===== src/rtl/mem_arbiter.sv =====
// rtl/mem_arbiter.sv - IF/LS memory port arbiter; MEM_ARB_ROUND_ROBIN_EN selects round-robin tie-break
package mem_arbiter_pkg;
  localparam int XLEN = 32;

  typedef enum logic [1:0] {
    WRITE_BYTE = 2'd0,
    WRITE_HALF = 2'd1,
    WRITE_WORD = 2'd2
  } write_width_t;

  typedef struct packed {
    logic [XLEN-1:0] addr;
    logic            wenable;
    write_width_t    wwidth;
    logic [XLEN-1:0] wdata;
  } mem_control_t;
endpackage

module mem_arbiter
  import mem_arbiter_pkg::*;
#(
  parameter int READ_LATENCY = 1
) (
  input  logic            clock,
  input  logic            reset,
  input  logic            if_req_valid,
  output logic            if_req_ready,
  input  logic [XLEN-1:0] if_req_addr,
  output logic            if_resp_valid,
  output logic [XLEN-1:0] if_resp_data,
  input  logic            ls_req_valid,
  output logic            ls_req_ready,
  input  logic [XLEN-1:0] ls_req_addr,
  input  logic            ls_req_wenable,
  input  write_width_t    ls_req_wwidth,
  input  logic [XLEN-1:0] ls_req_wdata,
  output logic            ls_resp_valid,
  output logic [XLEN-1:0] ls_resp_data,
  output mem_control_t    mem_ctrl,
  input  logic [XLEN-1:0] mem_rdata
);

  localparam int CW = (READ_LATENCY < 2) ? 1 : $clog2(READ_LATENCY + 1);
  localparam logic [CW-1:0] LAT_C = CW'(READ_LATENCY);

  typedef enum logic [1:0] {IDLE, WAIT, RESP} state_t;

  state_t          state_q, state_d;
  logic [CW-1:0]   cnt_q, cnt_d;
  logic            owner_ls_q, owner_ls_d;
  logic [XLEN-1:0] addr_q, addr_d;
  logic            we_q, we_d;
  write_width_t    wwidth_q, wwidth_d;
  logic [XLEN-1:0] wdata_q, wdata_d;
  logic            ls_win, if_win, first_cycle;

`ifdef MEM_ARB_ROUND_ROBIN_EN
  // rr_if_q = 1 means IF wins the next tie (LS was granted last)
  logic rr_if_q, rr_if_d;
  assign ls_win = ls_req_valid && !(if_req_valid && rr_if_q);
`else
  assign ls_win = ls_req_valid;
`endif
  assign if_win = if_req_valid && !ls_win;

  // Store strobe lives in the first cycle after the handshake; with zero
  // latency that cycle is RESP itself, otherwise the first WAIT cycle.
  assign first_cycle = (READ_LATENCY == 0) ? (state_q == RESP)
                                           : ((state_q == WAIT) && (cnt_q == LAT_C));

  // State and latched-request registers
  always_ff @(posedge clock or posedge reset) begin
    if (reset) begin
      state_q    <= IDLE;
      cnt_q      <= '0;
      owner_ls_q <= 1'b0;
      addr_q     <= '0;
      we_q       <= 1'b0;
      wwidth_q   <= WRITE_BYTE;
      wdata_q    <= '0;
`ifdef MEM_ARB_ROUND_ROBIN_EN
      rr_if_q    <= 1'b0;
`endif
    end else begin
      state_q    <= state_d;
      cnt_q      <= cnt_d;
      owner_ls_q <= owner_ls_d;
      addr_q     <= addr_d;
      we_q       <= we_d;
      wwidth_q   <= wwidth_d;
      wdata_q    <= wdata_d;
`ifdef MEM_ARB_ROUND_ROBIN_EN
      rr_if_q    <= rr_if_d;
`endif
    end
  end

  // Next-state: grant in IDLE, count down the read latency, one RESP cycle
  always_comb begin
    state_d    = state_q;
    cnt_d      = cnt_q;
    owner_ls_d = owner_ls_q;
    addr_d     = addr_q;
    we_d       = we_q;
    wwidth_d   = wwidth_q;
    wdata_d    = wdata_q;
`ifdef MEM_ARB_ROUND_ROBIN_EN
    rr_if_d    = rr_if_q;
`endif
    case (state_q)
      IDLE: begin
        if (ls_win || if_win) begin
          owner_ls_d = ls_win;
          addr_d     = ls_win ? ls_req_addr : if_req_addr;
          // IF is read-only, so its store fields are forced quiet
          we_d       = ls_win && ls_req_wenable;
          wwidth_d   = ls_win ? ls_req_wwidth : WRITE_BYTE;
          wdata_d    = ls_win ? ls_req_wdata : '0;
`ifdef MEM_ARB_ROUND_ROBIN_EN
          rr_if_d    = ls_win;
`endif
          if (READ_LATENCY == 0) begin
            state_d = RESP;
          end else begin
            state_d = WAIT;
            cnt_d   = LAT_C;
          end
        end
      end
      WAIT: begin
        if (cnt_q == CW'(1)) begin
          state_d = RESP;
        end else begin
          cnt_d = cnt_q - 1'b1;
        end
      end
      RESP:    state_d = IDLE;
      default: state_d = IDLE;
    endcase
  end

  // Outputs: ready only in IDLE, response pulse in RESP, memory port from latches
  always_comb begin
    ls_req_ready     = (state_q == IDLE) && !reset && ls_win;
    if_req_ready     = (state_q == IDLE) && !reset && if_win;
    ls_resp_valid    = (state_q == RESP) && owner_ls_q;
    if_resp_valid    = (state_q == RESP) && !owner_ls_q;
    ls_resp_data     = (ls_resp_valid && !we_q) ? mem_rdata : '0;
    if_resp_data     = if_resp_valid ? mem_rdata : '0;
    mem_ctrl.addr    = addr_q;
    mem_ctrl.wenable = we_q && first_cycle;
    mem_ctrl.wwidth  = wwidth_q;
    mem_ctrl.wdata   = wdata_q;
  end

endmodule


===== config.mk =====
export PLATFORM = sky130hd
export DESIGN_NAME = mem_arbiter
export DESIGN_NICKNAME = d
export VERILOG_FILES = /design/src/rtl/mem_arbiter.sv
export SDC_FILE = /design/constraint.sdc
export NUM_CORES = 1
export LEC_CHECK = 0
export ABC_AREA = 1
export CAP_MARGIN = 20
export CELL_PAD_IN_SITES_DETAIL_PLACEMENT = 0
export CELL_PAD_IN_SITES_GLOBAL_PLACEMENT = 2
export CORE_ASPECT_RATIO = 1.75
export CORE_UTILIZATION = 16
export CTS_BUF_LIST = sky130_fd_sc_hd__clkbuf_4
export DETAILED_ROUTE_END_ITERATION = 7
export GPL_ROUTABILITY_DRIVEN = 0
export GPL_TIMING_DRIVEN = 0
export PLACE_DENSITY = 0.83
export SLEW_MARGIN = 20
export SYNTH_ARGS = -nofsm -noshare
export SYNTH_HDL_FRONTEND = slang
export SYNTH_SLANG_ARGS = --single-unit

===== constraint.sdc =====
create_clock -name clock -period 2.82 [get_ports clock]
set_input_delay 0.564 -clock clock [delete_from_list [all_inputs] [get_ports clock]]
set_output_delay 0.564 -clock clock [all_outputs]
set_load 0.005 [all_outputs]

==> summary.txt <==
Sw Pwr = 0.00201 W
Clock Sinks = 71
Outcome = completed
Post-route setup TNS = 0 ns
Row count = 72
Clock tree buffer depth = 2
Slowest Stage Delay on Critical Path = 0.53 ns
First-pass GRT wire length = 22.8 mm
IO buf count = 268
FMAX = 0.374 GHz
Hold crit path type = register to register
Power share of the clock group = 0.136
Register area share after synthesis = 0.494
Synth Instances = 524
Cts bufs inserted = 9
Vias in the first global route = 4078
CP bufs+invs = 2
Area of the multi-input gates = 1500 sq um
Post-Synthesis Cell Area = 3600 sq um
Storage element area = 1780 sq um
Critical path's slowest cell = clkdlybuf4s50_1
Post-synthesis mux area share = 0
Leakage = 3.35 nW
Worst r2r dst = addr_q[17]
WP data arrival = 2.11 ns
CP max FO = 10
Synth Warn # = 0
Crit path time final = 2.67 ns
DR WL/cell = 13.9 microns
Reg2reg path depth = 6
Critical Path Start Type = register
Worst path cell trace = nor2_1, buf_6, nand3_1, nor2_2, clkdlybuf4s50_1
Combinational Power Share = 0.543
Fin crit share = 0.948
Max IR drop VDD = 0.232 mV
Setup Skew = 0.0185 ns
DR top layer = met4
Nature of the critical path endpoint = output port
Hpwl dp = 12.4 mm
Total Power = 0.00549 W
H-tree depth = 3
Sequential power share = 0.321
GRT Overall Usage = 0.134
Worst Path Required = 2.26 ns
Die Wd = 115 microns
First-pass detailed-route iteration total = 4
Largest net degree at the start of global routing = 39
Wire length on met2 = 8.58 mm
Critical path endpoint = if_req_ready
IO Pins = 270
Measured slew at the worst slew-check pin = 0.521 ns
Yosys reg bits = 71
Initial antenna violation count = 1
Synthesized Nets = 659
XOR/XNOR Fraction of Synth Area = 0
Setup slack, reg-to-reg = 1.43 ns
CTS tree = done
Fin. max-slew vios = 0
Worst setup path startpoint = state_q[0]
Met3 Wirelength = 1.16 mm
Drt drc = 0
Skew-Pair Late Insertion Delay = 0.46 ns
Post-Synth Adder-Cell Area = 0
Total of max-cap violations = 0
Int Power = 0.00348 W
Layout filler cell count = 2382
Clock Tree Root = clkbuf_4
Post-Synth Simple-Gate Area = 0.412
Core ar. = 22100 sq um
Total wire length = 15.3 mm
Layout cells sized above 1 = 0.0631
Switching Share = 0.367
Worst slew margin = 0.652
Hold Fails Final Rpt = 0
Final ANT Viol Nets = 0
Setup Buffers After CTS = 0
GRT overflow = 0
Compound-Gate Fraction of Synth Area = 0.00139
Via density = 3.75
Critical path class = register to output port
Initial Util = 0.163
Crit path max-delay family = buffers and inverters
Area growth, synth to finish = 90.2%
Yosys cell types = 14
Largest family of logic cells by synthesized area = simple AND/OR/NAND/NOR gates
Initial DRC count = 127
Reg clk slew, reported paths = 0.11 ns
Reg2reg start = state_q[0]
Stages on worst setup path = 5
Vias = 4144
Die height = 200 microns
Pwr dens = 802 nW/um^2
RSZ-0062 raised after global routing = true
Mean Syn Cell Area = 6.87 sq um
Setup Viol. Count Final = 0
Die area = 23100 sq um
Final nets = 939
Metal-1 WL = 5.25 mm
-- state kept, by name, indices dropped and copies added, names as in the netlist --
register and cells:
addr_q 32, cnt_q 1, owner_ls_q 1, state_q 2, wdata_q 32, we_q 1, wwidth_q 2
-- repair_timing --
| item | 4_1_cts | 5_1_grt |
|---|---|---|
| setup endpoints to repair | 3 | 10 |
| endpoints found under the hold margin | 0 | 0 |
| gates resized for setup | 2 | 3 |
| hold buffers | 0 | 0 |
| gates cloned | 0 | 0 |
| pin swaps | 0 | 0 |
-- per-stage QoR --
| stage | utilization | cell area [sq um] | setup WS (ns) | hold WS (ns) | cells |
|---|---|---|---|---|---|
| floorplan | - | 3600 | 0.459 | 0.437 | 524 |
| global placement | 0.301 | 6650 | -1.16 | 0.447 | 1088 |
| detailed placement | 0.302 | 6680 | 0.109 | 0.458 | 1089 |
| CTS | 0.310 | 6840 | 0.00768 | 0.489 | 1104 |
| global route | 0.310 | 6850 | -0.0265 | 0.503 | 1105 |
| finish | 0.310 | 6850 | 0.148 | 0.482 | 1105 |
-- placed cells by master, fill, tap and decap left out, types with 2 or more instances in the layout --
master and count:
buf_2 15, buf_4 11, bufinv_16 2, clkbuf_1 4, clkbuf_4 9, clkdlybuf4s50_1 268, clkinv_2 2, dfrtp_1 71
inv_1 39, nand2_1 268, nand3_1 37, nor2_1 66, nor2_2 4, nor3_1 2
-- power groups by stage --
stage	Sequential, W	Combinational [W]	Clock, W
final	0.00176	0.00298	0.000745
after global placement	0.00177	0.00304	0
after floorplan	0.00181	0.00111	0
after global routing	0.00183	0.00332	0.000823
after CTS	0.00177	0.00306	0.000790
after detailed placement	0.00178	0.00305	0
-- cells in the mapped netlist (all sizes together) --
| library cell | count | area, sq um |
|---|---|---|
| nand2 | 269 | 1010 |
| dfrtp | 71 | 1780 |
| nor2 | 70 | 265 |
| inv | 41 | 154 |
| nand3 | 38 | 190 |
| buf | 27 | 165 |
| clkbuf | 4 | 15.0 |
| nor3 | 2 | 10.0 |
| nand4 | 1 | 6.26 |
| o21ai | 1 | 5.00 |
-- worst min-delay path by stage --
stage	start	endpoint	cells past startpoint	slack [ns]
after global routing	wdata_q[17]	wdata_q[17]	2	0.50
after detailed placement	wdata_q[12]	wdata_q[12]	2	0.46
after global placement	cnt_q	state_q[0]	1	0.45
final	wdata_q[26]	wdata_q[26]	2	0.48
after CTS	wdata_q[12]	wdata_q[12]	2	0.49
after floorplan	cnt_q	state_q[0]	1	0.44
-- worst min-delay path: cells and delay by family (launching register included) --
kind | cells | cell delay, ns
flops | 1 | 0.36
simple gates | 2 | 0.09
-- routing by layer --
| metal | up-vias | global-route usage |
|---|---|---|
| li1 | 2118 | - |
| met1 | 1815 | 0.128 |
| met2 | 196 | 0.266 |
| met3 | 15 | 0.0287 |
| met4 | 0 | 0.0552 |
| met5 | - | 0 |
-- logic make-up after synthesis --
logic type             after synthesis
and+or+nand+nor                    380
AOI/OAI and AO/OA                    1
buffers and inverters               72
DFF                                 71
-- area by class of cell --
| class | count | area share |
|---|---|---|
| antenna | 1 | 0.000365 |
| buffer | 31 | 0.0269 |
| clock buffer | 9 | 0.00987 |
| clock inverter | 6 | 0.0126 |
| inverter | 41 | 0.0228 |
| multi-input combinational | 381 | 0.219 |
| sequential | 71 | 0.259 |
| tap | 296 | 0.0541 |
| timing repair buffer | 269 | 0.395 |
(Power assumes the default switching activity.)
